**config.mk**
```make
export PLATFORM = sky130hd
export DESIGN_NAME = poly_reduce_256_flat
export DESIGN_NICKNAME = d
export VERILOG_FILES = /design/src/rtl/florete_pkg.sv /design/src/rtl/poly_reduce_256_if.sv /design/src/rtl/poly_reduce_256_lane.sv /design/src/rtl/poly_reduce_256.sv /design/src/flat_wrapper.sv
export SDC_FILE = /design/constraint.sdc
export NUM_CORES = 1
export LEC_CHECK = 0
export BUFFER_PORTS_ARGS = -buffer_cell sky130_fd_sc_hd__buf_2
export CORE_MARGIN = 10
export CORE_UTILIZATION = 55
export DETAILED_ROUTE_END_ITERATION = 10
export HOLD_SLACK_MARGIN = 0.03
export PLACE_DENSITY = 0.83
export RECOVER_POWER = 50
export SYNTH_ARGS = -nofsm -noshare
export SYNTH_HDL_FRONTEND = slang
export SYNTH_HIERARCHICAL = 1
export SYNTH_SLANG_ARGS = --single-unit
```
**constraint.sdc**
```tcl
create_clock -name clk -period 6.53 [get_ports clk]
set_input_delay 1.306 -clock clk [delete_from_list [all_inputs] [get_ports clk]]
set_output_delay 1.306 -clock clk [all_outputs]
set_load 0.005 [all_outputs]
```
**src/rtl/florete_pkg.sv**
```systemverilog
// -----------------------------------------------------------------------------
// florete_pkg
// Shared constants for the Toom-Cook multiplier back end.
//   N_COEFF / N_WORDS : polynomial length and number of 64-bit words holding it
//   N_LANES / LANE_STRIDE : interleaved limb layout, word j lane m holds
//                           coefficient j + LANE_STRIDE*m, lane 0 at [15:0]
//   HI_OFFSET         : word offset of coefficients 256..511 from the product base
//   PROD_BASE_DEF     : default word address of the product in the shared BRAM
//   state_e           : poly_reduce_256 FSM states
// -----------------------------------------------------------------------------
package florete_pkg;
   localparam int N_COEFF       = 256;
   localparam int N_WORDS       = 64;
   localparam int N_LANES       = 4;
   localparam int LANE_STRIDE   = 64;
   localparam int HI_OFFSET     = N_WORDS;
   localparam int PROD_BASE_DEF = 128;

   typedef enum logic [2:0] {
      S_IDLE,
      S_PRIME,
      S_HI,
      S_LO,
      S_FLUSH
   } state_e;

   // Coefficient index held by word j, lane m.
   function automatic int coeff_index(input int j, input int m);
      return j + LANE_STRIDE * m;
   endfunction
endpackage

```
**src/rtl/poly_reduce_256_if.sv**
```systemverilog
// -----------------------------------------------------------------------------
// poly_reduce_256_if
// Bus bundle between poly_reduce_256 and its surroundings.
//   start      : one-cycle request
//   prod_addr  : product BRAM read address (1-cycle latency)
//   prod_data  : product BRAM read data
//   acc_addr   : accumulator RAM address (single port, 1-cycle read latency)
//   acc_rdata  : accumulator read data
//   acc_wdata  : accumulator write data
//   acc_we     : accumulator write enable
//   busy, done : status
// Modports: slave = the reducer, master = the side driving start and the RAMs.
// -----------------------------------------------------------------------------
interface poly_reduce_256_if;
   logic        start;
   logic [7:0]  prod_addr;
   logic [63:0] prod_data;
   logic [5:0]  acc_addr;
   logic [63:0] acc_rdata;
   logic [63:0] acc_wdata;
   logic        acc_we;
   logic        busy;
   logic        done;

   modport slave (
      input  start, prod_data, acc_rdata,
      output prod_addr, acc_addr, acc_wdata, acc_we, busy, done
   );

   modport master (
      output start, prod_data, acc_rdata,
      input  prod_addr, acc_addr, acc_wdata, acc_we, busy, done
   );
endinterface

```
**src/rtl/poly_reduce_256_lane.sv**
```systemverilog
// -----------------------------------------------------------------------------
// poly_reduce_lane
// One 16-bit lane of the negacyclic fold: out = (lo - hi + acc) mod 2^W,
// masked to LOG_Q bits. Purely combinational.
//   lo_i  : coefficient i
//   hi_i  : coefficient i+256 (subtracted because x^256 = -1)
//   acc_i : previous accumulator lane (zero when accumulation is off)
//   out_o : masked result
// -----------------------------------------------------------------------------
module poly_reduce_lane #(
   parameter int COEFF_WIDTH = 16,
   parameter int LOG_Q       = 13
) (
   input  logic [COEFF_WIDTH-1:0] lo_i,
   input  logic [COEFF_WIDTH-1:0] hi_i,
   input  logic [COEFF_WIDTH-1:0] acc_i,
   output logic [COEFF_WIDTH-1:0] out_o
);
   // Built in 64 bits so LOG_Q == COEFF_WIDTH does not need a zero-width field.
   localparam logic [COEFF_WIDTH-1:0] MASK = COEFF_WIDTH'((64'd1 << LOG_Q) - 64'd1);

   logic [COEFF_WIDTH-1:0] diff;
   logic [COEFF_WIDTH-1:0] sum;

   assign diff  = lo_i - hi_i;   // wraps mod 2^W
   assign sum   = diff + acc_i;
   assign out_o = sum & MASK;
endmodule

```
**src/rtl/poly_reduce_256.sv**
```systemverilog
// -----------------------------------------------------------------------------
// poly_reduce_256
// Folds the 512-coefficient product in the shared BRAM modulo x^256+1 and
// writes the 64-word result (LOG_Q-bit lanes) into the accumulator RAM.
// Word j of the result is c[j+64m] - c[j+64m+256] in lane m.
// Ports:
//   clk    : clock, rising edge
//   resetn : asynchronous active-low reset
//   bus    : poly_reduce_256_if.slave (start, product read, accumulator r/w,
//            busy, done)
// Build option: POLY_REDUCE_ACC_EN adds the previous accumulator contents
// into each result (read-modify-write); undefined, the result overwrites.
// Each word takes a HI cycle (low word arrives, accumulator read issued) and
// a LO cycle (high word arrives, write); read and write never share a cycle.
// -----------------------------------------------------------------------------
module poly_reduce_256
   import florete_pkg::*;
#(
   parameter int COEFF_WIDTH = 16,
   parameter int LOG_Q       = 13,
   parameter int PROD_BASE   = PROD_BASE_DEF
) (
   input  logic              clk,
   input  logic              resetn,
   poly_reduce_256_if.slave  bus
);
   localparam logic [7:0] BASE_A  = 8'(PROD_BASE);
   localparam logic [7:0] HIOFF_A = 8'(HI_OFFSET);
   localparam logic [5:0] J_LAST  = 6'(N_WORDS - 1);

   state_e               state_q;
   logic [5:0]           j_q;
   logic [63:0]          lo_q;
   logic                 done_q;
   logic                 we;

   // ---------------------------------------------------------------- FSM
   always_ff @(posedge clk or negedge resetn) begin
      if (!resetn) begin
         state_q <= S_IDLE;
         j_q     <= '0;
         lo_q    <= '0;
         done_q  <= 1'b0;
      end else begin
         done_q <= (state_q == S_FLUSH);
         unique case (state_q)
            S_IDLE: begin
               if (bus.start) begin
                  state_q <= S_PRIME;
                  j_q     <= '0;
               end
            end
            S_PRIME: state_q <= S_HI;
            S_HI: begin
               lo_q    <= bus.prod_data;
               state_q <= (j_q == J_LAST) ? S_FLUSH : S_LO;
            end
            S_LO: begin
               j_q     <= j_q + 6'd1;
               state_q <= S_HI;
            end
            S_FLUSH: state_q <= S_IDLE;
            default: state_q <= S_IDLE;
         endcase
      end
   end

   // ------------------------------------------------- control decode
   // The product read for the next phase is always issued one cycle early:
   // HI requests the high word j, LO requests the low word j+1.
   always_comb begin
      bus.prod_addr = '0;
      bus.acc_addr  = '0;
      we            = 1'b0;
      unique case (state_q)
         S_PRIME: bus.prod_addr = BASE_A;
         S_HI: begin
            bus.prod_addr = BASE_A + HIOFF_A + {2'b00, j_q};
            bus.acc_addr  = j_q;
         end
         S_LO: begin
            bus.prod_addr = BASE_A + {2'b00, j_q} + 8'd1;
            bus.acc_addr  = j_q;
            we            = 1'b1;
         end
         S_FLUSH: begin
            bus.acc_addr  = j_q;
            we            = 1'b1;
         end
         default: ;
      endcase
   end

   assign bus.acc_we = we;
   assign bus.busy   = (state_q != S_IDLE);
   assign bus.done   = done_q;

   // -------------------------------------------------------- datapath
   logic [N_LANES-1:0][COEFF_WIDTH-1:0] lo_l, hi_l, acc_l, out_l;

   assign lo_l = lo_q;
   assign hi_l = bus.prod_data;

`ifdef POLY_REDUCE_ACC_EN
   assign acc_l = bus.acc_rdata;
`else
   assign acc_l = '0;
   logic unused_acc;
   assign unused_acc = ^bus.acc_rdata;
`endif

   for (genvar m = 0; m < N_LANES; m++) begin : g_lane
      poly_reduce_lane #(
         .COEFF_WIDTH (COEFF_WIDTH),
         .LOG_Q       (LOG_Q)
      ) u_lane (
         .lo_i  (lo_l[m]),
         .hi_i  (hi_l[m]),
         .acc_i (acc_l[m]),
         .out_o (out_l[m])
      );
   end

   // Held at zero outside write cycles so the bus is quiet when idle.
   assign bus.acc_wdata = we ? out_l : '0;
endmodule

```
**src/flat_wrapper.sv**
```systemverilog
// flat-port wrapper written by rule: the top's interface ports become plain ports
module poly_reduce_256_flat import florete_pkg::*;
#(
   parameter int COEFF_WIDTH = 16,
   parameter int LOG_Q       = 13,
   parameter int PROD_BASE   = PROD_BASE_DEF
)
  (clk, resetn, bus_start, bus_prod_data, bus_acc_rdata, bus_prod_addr, bus_acc_addr, bus_acc_wdata, bus_acc_we, bus_busy, bus_done);
  poly_reduce_256_if bus_i ();
  input  logic clk;
  input  logic resetn;
  input wire logic [$bits(bus_i.start)-1:0] bus_start;
  input wire logic [$bits(bus_i.prod_data)-1:0] bus_prod_data;
  input wire logic [$bits(bus_i.acc_rdata)-1:0] bus_acc_rdata;
  output wire logic [$bits(bus_i.prod_addr)-1:0] bus_prod_addr;
  output wire logic [$bits(bus_i.acc_addr)-1:0] bus_acc_addr;
  output wire logic [$bits(bus_i.acc_wdata)-1:0] bus_acc_wdata;
  output wire logic [$bits(bus_i.acc_we)-1:0] bus_acc_we;
  output wire logic [$bits(bus_i.busy)-1:0] bus_busy;
  output wire logic [$bits(bus_i.done)-1:0] bus_done;
  assign bus_i.start = bus_start;
  assign bus_i.prod_data = bus_prod_data;
  assign bus_i.acc_rdata = bus_acc_rdata;
  assign bus_prod_addr = bus_i.prod_addr;
  assign bus_acc_addr = bus_i.acc_addr;
  assign bus_acc_wdata = bus_i.acc_wdata;
  assign bus_acc_we = bus_i.acc_we;
  assign bus_busy = bus_i.busy;
  assign bus_done = bus_i.done;
  poly_reduce_256 #(.COEFF_WIDTH(COEFF_WIDTH), .LOG_Q(LOG_Q), .PROD_BASE(PROD_BASE)) u_core (.clk(clk), .resetn(resetn), .bus(bus_i));
endmodule
```
==> After elaboration in Yosys (flattened, before gate mapping) <==
Index checks and enable logic that the tools add are counted.
{ "op_classes": {"addsub": 8, "n_eq_ne": 6, "mux": 9, "reduce_logical": 7} }
{ "ops": {"columns": ["op", "n"], "rows": [
  ["61-bit 2-to-1 mux", 1],
  ["13-bit subtractor", 4],
  ["8-bit case mux with 3 select lines", 1],
  ["6-bit 2-to-1 mux", 2],
  ["6-bit case mux with 2 select lines", 1],
  ["3-bit case mux with 3 select lines", 1],
  ["7-bit by 7-bit adder with 8-bit output, first input constant", 1],
  ["8-bit by 1-bit adder with 8-bit output, second input constant", 1],
  ["8-bit by 6-bit adder with 8-bit output, first input constant", 1],
  ["6-bit by 1-bit adder with 6-bit output, second input constant", 1],
  ["3-bit by 2-bit equality test with 1-bit output, second input constant", 2],
  ["6-bit equality test, second input constant", 1],
  ["3-bit 2-to-1 mux", 2],
  ["2-bit OR reduction", 2],
  ["3-bit by 1-bit equality test with 1-bit output, second input constant", 1],
  ["3-bit equality test, second input constant", 1],
  ["3-bit zero test", 1],
  ["3-bit nonzero test", 1],
  ["3-bit OR reduction", 1],
  ["2-bit inequality test, second input constant", 1],
  ["2-bit AND reduction", 1],
  ["2-bit nonzero test", 1],
  ["1-bit 2-to-1 mux", 1]
]} }
{ "word_totals": {"ff_bits": 71, "inputBits": 131, "word_cells": 34} }

==> Logic depth before layout (Yosys ltp) <==
Gate-level depths: netlist of run 1.
{ "logic_depth": {"word_depth": 4, "mapped_depth": 12, "depth_no_buf": 12} }

==> Cells and area by module <==
Netlist of run 1, hierarchy kept.
{ "modules_own_cells": {"columns": ["module", "instances", "cells_each", "area_each_um2", "seq_area_each_um2"], "rows": [
  ["poly_reduce_256", 1, 292, 3525.9, 1851.8],
  ["poly_reduce_lane at u_core.g_lane[2].u_lane ...", 2, 151, 1098.6, 0.0],
  ["poly_reduce_lane at u_core.g_lane[1].u_lane", 1, 151, 1101.1, 0.0],
  ["poly_reduce_lane at u_core.g_lane[0].u_lane", 1, 144, 1029.7, 0.0]
]} }

==> Worst setup path after synthesis of run 1 <==
Ideal clock, no wire load.
{ "synth_timing": {"path_type": "in2out", "startpoint": "input port bus_prod_data[1]", "endpoint": "output port bus_acc_wdata[11]", "t_arrival_ns": 3.271, "required_ns": 5.224, "path_slack_ns": 1.953, "path_stages": 9, "n_path_buf": 0, "cell_sequence": "fa_1 > inv_1 > ha_1 > a211o_1 > a21oi_4 > o21ai_2 > a211oi_2 > xnor2_1 > nor2b_1"} }
{ "synth_rtl": {"columns": ["element", "line", "text"], "rows": [
  ["start, declared", "flat_wrapper.sv:13", "input wire logic [$bits(bus_i.prod_data)-1:0] bus_prod_data;"],
  ["end, declared", "flat_wrapper.sv:17", "output wire logic [$bits(bus_i.acc_wdata)-1:0] bus_acc_wdata;"]
]} }

==> impl_summary.md, run 1 <==
Die
The floorplan row count is 42. 212 I/O pins were placed. The die covers 18500 um2. In this run the vertical extent of the chip is 136 um. The effective utilization at floorplan is 56.0%. The die is 136 um wide. The placeable core region is 13200 um2.

GRT
Global routing used 17.6% of the available tracks. The pin count of the biggest net entering global routing is 63. The initial antenna violation count is 3.

The number of global-route vias before repair is 5948. The wire length of the first global-routing pass is 26.9 mm. The total congestion overflow is 0.

Setup path
The nature of the critical path startpoint is an input port. Data on the critical path arrives at its endpoint at 3.64 ns. The critical-path maximum fanout is 3. The number of cell instances on the worst register-to-register path is 4. For the worst setup path, the data required time is 5.22 ns. STA classifies the critical path endpoint as an output port. The critical path is of the input port to output port type.

Route
The iteration-0 DRC count of the detailed router is 175. Dividing the detail-routed wire length by the instance count gives 13.1 um. The routed design uses 999 um of met3 wire. For this run, design rule violations remaining after detail routing come to 0. The via density per instance is 4.89. The wire length the detailed router placed on met1 is 6.78 mm.

The wire length on met2 is 7.82 mm. The detail route stage leaves a number of antenna-violating nets equal to 0. The first detailed-routing pass ran for 4 iterations. The uppermost layer routed is met5. The routed layout has 5887 vias. The overall routed net length is 15.8 mm.

Final layout
The final core utilization is 64.5%. Counting the fill cells in the layout gives 1176. The fraction of layout cells with a size suffix above 1 is 20.6%. Summing all flip-flop and latch instances after layout gives 1550 um2.

In the layout the commonest cells are sky130_fd_sc_hd__inv_1 (204), sky130_fd_sc_hd__buf_2 (121), sky130_fd_sc_hd__nor2b_1 (78), sky130_fd_sc_hd__conb_1 (64), sky130_fd_sc_hd__dfrtp_1 (62). The area overhead of the layout relative to synthesis is 15.2%. The library cell used most frequently in the layout, excluding fill and tap cells, is sky130_fd_sc_hd__inv_1.

After the last flow step, the layout net total stands at 1255. The area used by multi-input combinational logic is 5050 um2.

Logic synthesis
The average instance area after synthesis is 8.58 um2. During synthesis, Yosys emitted a total of 6 warnings. Synthesis handed over a netlist of 865 instances.

The area of the mapped netlist is 7420 um2.

Clock tree
CTS saw 62 sinks. The count of H-tree levels built during CTS is 3. The maximum root-to-sink buffer count is 2. The clock transition at the registers of the reported paths is 0.05 ns.

Buffers inserted during clock tree synthesis total 9. The clock latency of the later-clocked register in the worst-skew pair is 0.33 ns. The number of hold buffers added after CTS was 0. The number of setup buffers added after CTS is 0.

The CTS tree is built. In this run, post-CTS repair resized a total of 0 instances. The root buffer cell chosen for the clock tree is sky130_fd_sc_hd__clkbuf_16.

Timing
The final setup violation count is 0. The number of pins with negative max-slew slack in the final report came to 105. Timing would allow up to 202 MHz. The clock skew is 0.00442 ns. The number of hold violations in the final report is 0. Setup repair after global routing left no endpoint under its margin. The final period utilization is 75.8%. Subtracting the final worst setup slack from the clock period gives 4.95 ns.

The measured slew at the worst slew-check pin is 3.60 ns. For the final routed database, the setup TNS stands at 0 ns. The headroom to the max-slew limit is -140%.

Hold path
The class of the tightest hold or removal check is register to register. Along the worst hold path, the cell count comes to 1.

Status
The flow ran to the end, but the final reports show violations. The final reports fail on max-capacitance violations, max-slew violations.

Run
The tool flagged a number of max-cap violations equal to 2.

Place
Summed over all nets, the half-perimeter wirelength after detailed placement is 12.4 mm. Buffers placed on the I/O ports in this run total 123. The congestion estimate from routability-driven global placement came to 0.827.

Pwr
Power spread over the standard cell area amounts to 612 nW/um2. The worst IR drop on VDD is 305 uV. Summed over all cells, the static leakage comes to 4.32 nW.
-- worst paths after layout --
kind | start | end | slack, ns
hold reg to reg | u_core/lo_l[51]$_DFFE_PN0P_ | u_core/lo_l[51]$_DFFE_PN0P_ | 0.49
hold / removal | u_core/lo_l[51]$_DFFE_PN0P_ | u_core/lo_l[51]$_DFFE_PN0P_ | 0.49
min in group asynchronous | resetn | u_core/j_q[3]$_DFFE_PN0P_ | 2.30
max in group asynchronous | resetn | u_core/lo_l[32]$_DFFE_PN0P_ | 2.20
setup / recovery | bus_prod_data[33] | bus_acc_wdata[39] | 1.58
setup reg to reg | u_core/state_q[2]$_DFFE_PN0P_ | u_core/lo_l[17]$_DFFE_PN0P_ | 2.18
-- where the power goes --
group	switching, mW	internal (mW)
Combinational	2.04	1.93
Clock	0.193	0.343
Sequential	0.143	0.576
-- worst max-delay path, cell delays in order --
cell                       delay, ns
sky130_fd_sc_hd__buf_2          0.11
sky130_fd_sc_hd__fa_1           0.56
sky130_fd_sc_hd__inv_1          0.06
sky130_fd_sc_hd__ha_1           0.27
sky130_fd_sc_hd__a21oi_1        0.07
sky130_fd_sc_hd__nand4b_1       0.23
sky130_fd_sc_hd__a21boi_0       0.38
sky130_fd_sc_hd__o21ai_0        0.13
sky130_fd_sc_hd__a211oi_1       0.25
sky130_fd_sc_hd__nor2b_1        0.15
sky130_fd_sc_hd__buf_2          0.12
-- layer usage --
layer / vias up / global-route usage, %
li1: 2996 / -
met1: 2735 / 20.8
met2: 135 / 31.0
met3: 17 / 4.24
met4: 4 / 5.38
met5: - / 0
-- registers in the layout, summed over array words and instances, names as in the netlist --
register         count
u_core/state_q       3
u_core/bus.done      1
u_core/lo_l         52
u_core/j_q           6
-- per-stage QoR --
| step | power (mW) | setup WS [ns] | area (um2) | std cells | hold WS, ns |
|---|---|---|---|---|---|
| floorplan | 3.79 | 1.95 | 7640 | 924 | 0.458 |
| global placement | 4.60 | 1.61 | 8240 | 1188 | 0.467 |
| detailed placement | 4.71 | 1.61 | 8240 | 1188 | 0.479 |
| CTS | 5.28 | 1.59 | 8570 | 1204 | 0.493 |
| global route | 5.82 | 1.37 | 8540 | 1204 | 0.511 |
| finish | 5.23 | 1.58 | 8550 | 1205 | 0.489 |
-- layout make-up --
cell class	count	area share, %
clock inverter	6	0.995
clock buffer	10	2.80
timing repair buffer	126	7.35
sequential	62	18.2
inverter	204	8.96
antenna	1	0.0293
tap	176	2.58
multi-input combinational	620	59.1
No activity file was read; power rests on OpenSTA's default activity.
==> run 2: changes to the inputs <==
--- a/config.mk
+++ b/config.mk
@@ -7,10 +7,10 @@
 export LEC_CHECK = 0
 export BUFFER_PORTS_ARGS = -buffer_cell sky130_fd_sc_hd__buf_2
 export CORE_MARGIN = 10
-export CORE_UTILIZATION = 55
+export CORE_UTILIZATION = 50
 export DETAILED_ROUTE_END_ITERATION = 10
 export HOLD_SLACK_MARGIN = 0.03
-export PLACE_DENSITY = 0.83
+export PLACE_DENSITY = 0.8
 export RECOVER_POWER = 50
 export SYNTH_ARGS = -nofsm -noshare
 export SYNTH_HDL_FRONTEND = slang
==> constraint.sdc (replaced) <==
create_clock -name clk -period 4.07 [get_ports clk]
set_input_delay 0.814 -clock clk [delete_from_list [all_inputs] [get_ports clk]]
set_output_delay 0.814 -clock clk [all_outputs]
set_load 0.005 [all_outputs]
==> impl_summary.md, run 2 (same netlist as run 1, synthesis figures left out) <==
Route
The per-cell routed wire length is 13.4 um (was 13.1 um). The iteration-0 DRC count of the detailed router is 207 (was 175). The via count is 5930 (was 5887). The via density per instance came to 4.87 (was 4.89). The overall routed net length is 16.3 mm (was 15.8 mm). The first-pass detailed-route iteration total is 5 (was 4). The final antenna-violating net count is 0 (unchanged). The remaining routing DRC violations came to 0 (unchanged).

Place
The placed cell area is 8290 um2 (was 8240 um2). The count of buffers from port buffering was 123 (unchanged). The global placer's final weighted congestion was 0.920 (was 0.827).

The cell count after placement came to 1199 (was 1188). The HPWL reported at the end of detailed placement is 13.0 mm (was 12.4 mm).

Die
The die boundary width is 142 um (was 136 um). The effective utilization at floorplan came to 51.0% (was 56.0%). The top-level I/O count came to 212 (unchanged). The floorplan row count is 44 (was 42). The height of the die is 142 um (was 136 um). The placeable core region is 14500 um2 (was 13200 um2). The die outline area was 20100 um2 (was 18500 um2).

Setup path
The critical-path maximum fanout is 4 (was 3). The setup slack of the worst register-to-register path is 0.51 ns (was 2.18 ns). The startpoint of the worst register-to-register path is u_core/state_q[2]$_DFFE_PN0P_ (unchanged).

The launch point of the critical path is bus_prod_data[34] (was bus_prod_data[33]). The gate family responsible for the most delay along the worst path is adder cells (unchanged). The largest stage delay on the critical path is 0.50 ns (was 0.56 ns). The buffering stage count on the worst path with inverters included was 3 (unchanged). The instance count on the critical path is 11 (unchanged).

The data required time at the worst endpoint was 3.26 ns (was 5.22 ns). The cell at the slowest stage of the critical path was sky130_fd_sc_hd__fa_1 (unchanged). The destination of the worst register-to-register timing path is u_core/lo_l[32]$_DFFE_PN0P_ (was u_core/lo_l[17]$_DFFE_PN0P_).

The category of the worst setup path capture point was an output port (unchanged). The worst endpoint data arrival time is 3.14 ns (was 3.64 ns). Cell-by-cell listing of the critical path: buf_2 > fa_1 > inv_1 > ha_1 > nor2b_4 > o31a_4 > o311ai_4 > nor2_1 > nor3_2 > nor2b_1 > buf_2 (was buf_2 > fa_1 > inv_1 > ha_1 > a21oi_1 > nand4b_1 > a21boi_0 > o21ai_0 > a211oi_1 > nor2b_1 > buf_2). The number of cell instances on the worst register-to-register path is 4 (unchanged). The critical path start-end classification is input port to output port (unchanged).

The termination of the worst setup path was bus_acc_wdata[42] (was bus_acc_wdata[39]). The most prevalent standard cell on the critical path is sky130_fd_sc_hd__buf_2 (unchanged). The nature of the critical path startpoint is an input port (unchanged).

Pwr
The leakage component of the power came to 4.32 nW (about the same). The total power per unit cell area is 978 nW/um2 (was 612 nW/um2). The worst IR drop on VDD is 623 uV (was 305 uV).

Timing
The maximum achievable frequency is 253 MHz. The number of pins with negative max-slew slack in the final report is 37 (was 105). After layout, the worst path uses 97.1% of the clock period.

The number of hold violations in the final report is 0 (unchanged). The clock skew is 0.00814 ns (was 0.00442 ns). The measured slew at the worst slew-check pin is 2.10 ns (was 3.60 ns). The final period demand of the worst path is 3.95 ns. RSZ-0062 raised after global routing: no (unchanged).

The total negative slack for setup checks is 0 ns (unchanged). The final setup violation count came to 0 (unchanged). The headroom to the max-slew limit is -39.9% (was -140%).

Clock tree
The number of buffers inserted during clock tree synthesis is 9 (unchanged). The CTS tree is built (unchanged). The clock transition at the registers of the reported paths is 0.05 ns (about the same). The clock latency of the later-clocked register in the worst-skew pair is 0.34 ns (was 0.33 ns). The number of sinks handled by clock tree synthesis is 62 (unchanged).

The count of H-tree levels built during CTS is 3 (unchanged). The maximum root-to-sink buffer count is 2 (unchanged). The CTS root buffer is sky130_fd_sc_hd__clkbuf_16 (unchanged). The count of hold buffers inserted by post-cts repair is 0 (unchanged).

Hold path
The class of the tightest hold or removal check is register to register (unchanged).

GRT
The global-route usage over all layers came to 16.3% (was 17.6%). The pin count of the biggest net entering global routing came to 40 (was 63). The total congestion overflow came to 0 (unchanged).

The initial antenna violation count is 5 (was 3). The wire length of the first global-routing pass was 27.3 mm (was 26.9 mm). The number of global-route vias before repair is 5971 (was 5948).

Final layout
The final non-filler cell total is 1217 (was 1205). The area overhead of the layout relative to synthesis is 15.5% (was 15.2%). The area used by multi-input combinational logic came to 5080 um2 (was 5050 um2).

The flip-flop count of the largest register after layout came to 52 (unchanged). The final net count is 1258 (was 1255). Commonest non-fill, non-tap cells in the layout: sky130_fd_sc_hd__inv_1 (204), sky130_fd_sc_hd__buf_2 (121), sky130_fd_sc_hd__nor2b_1 (78), sky130_fd_sc_hd__conb_1 (64), sky130_fd_sc_hd__dfrtp_1 (62) (unchanged).

The register area was 1550 um2 (unchanged). The number of fill cells is 1325 (was 1176). The most common cell after layout, fill and taps aside is sky130_fd_sc_hd__inv_1 (unchanged). The finished layout cell area was 8570 um2 (was 8550 um2). The fraction of layout cells with a size suffix above 1 is 21.2% (was 20.6%).

Run
The total of max-cap violations was 1 (was 2).

Status
Result of the run: finished, violations left (unchanged). Failing checks: max-capacitance violations, max-slew violations (unchanged).
-- run 2: cell count changes in the layout (fill, tap and decap cells not counted), moves of 2 or more --
cell / change
sky130_fd_sc_hd__a21oi_1: -5
sky130_fd_sc_hd__clkbuf_1: +3
sky130_fd_sc_hd__a21oi_2: +5
sky130_fd_sc_hd__a21boi_0: -3
sky130_fd_sc_hd__a21boi_1: +2
sky130_fd_sc_hd__buf_4: +2
-- run 2: per-layer routing --
| layer | global-route usage, % | vias to the layer above | wire length, um |
|---|---|---|---|
| met2 | 27.6 | 154 | 7800 |
| met5 | 0 | - | 34 |
| met3 | 4.41 | 26 | 1020 |
| met4 | 5.00 | 6 | 275 |
| met1 | 19.5 | 2738 | 7120 |
| li1 | - | 3006 | - |
-- run 2: layout make-up --
| class | count | area share, % |
|---|---|---|
| clock inverter | 4 | 0.555 |
| timing repair buffer | 129 | 7.57 |
| tap | 184 | 2.69 |
| inverter | 204 | 8.94 |
| clock buffer | 12 | 2.76 |
| sequential | 62 | 18.1 |
| antenna | 2 | 0.0584 |
| multi-input combinational | 620 | 59.3 |
-- run 2: repair_timing --
action / CTS / global route
endpoints found under the setup margin: 0 / 8
resized for setup: 0 / 10
buffers inserted: 0 / 0
-- run 2: report_power, final --
group / leakage [nW] / switching [mW] / internal [mW] / total, mW
combinational: 3.46 / 3.34 / 3.12 / 6.46
sequential: 0.724 / 0.226 / 0.924 / 1.15
clock: 0.137 / 0.294 / 0.473 / 0.766
total: 4.32 / 3.86 / 4.52 / 8.38
-- run 2: stage by stage --
stage / setup WS (ns) / hold slack, ns / utilization, % / power, mW
2_1_floorplan: 0.477 / 0.458 / - / 6.08
3_3_place_gp: 0.158 / 0.467 / 57.0 / 7.44
3_5_place_dp: 0.110 / 0.488 / 57.0 / 7.62
4_1_cts: 0.108 / 0.501 / 59.0 / 8.45
5_1_grt: 0.0112 / 0.520 / 58.9 / 9.33
6_report: 0.117 / 0.495 / 58.9 / 8.38
-- run 2: worst min-delay path by stage --
stage	end	slack [ns]	cells after the start	from
5_1_grt	u_core/lo_l[18]$_DFFE_PN0P_	0.52	1	u_core/lo_l[18]$_DFFE_PN0P_
3_5_place_dp	u_core/lo_l[49]$_DFFE_PN0P_	0.49	1	u_core/lo_l[49]$_DFFE_PN0P_
2_1_floorplan	u_core/lo_l[49]$_DFFE_PN0P_	0.46	1	u_core/lo_l[49]$_DFFE_PN0P_
3_3_place_gp	u_core/lo_l[51]$_DFFE_PN0P_	0.47	1	u_core/lo_l[51]$_DFFE_PN0P_
6_report	u_core/lo_l[49]$_DFFE_PN0P_	0.49	1	u_core/lo_l[49]$_DFFE_PN0P_
4_1_cts	u_core/lo_l[49]$_DFFE_PN0P_	0.50	1	u_core/lo_l[49]$_DFFE_PN0P_
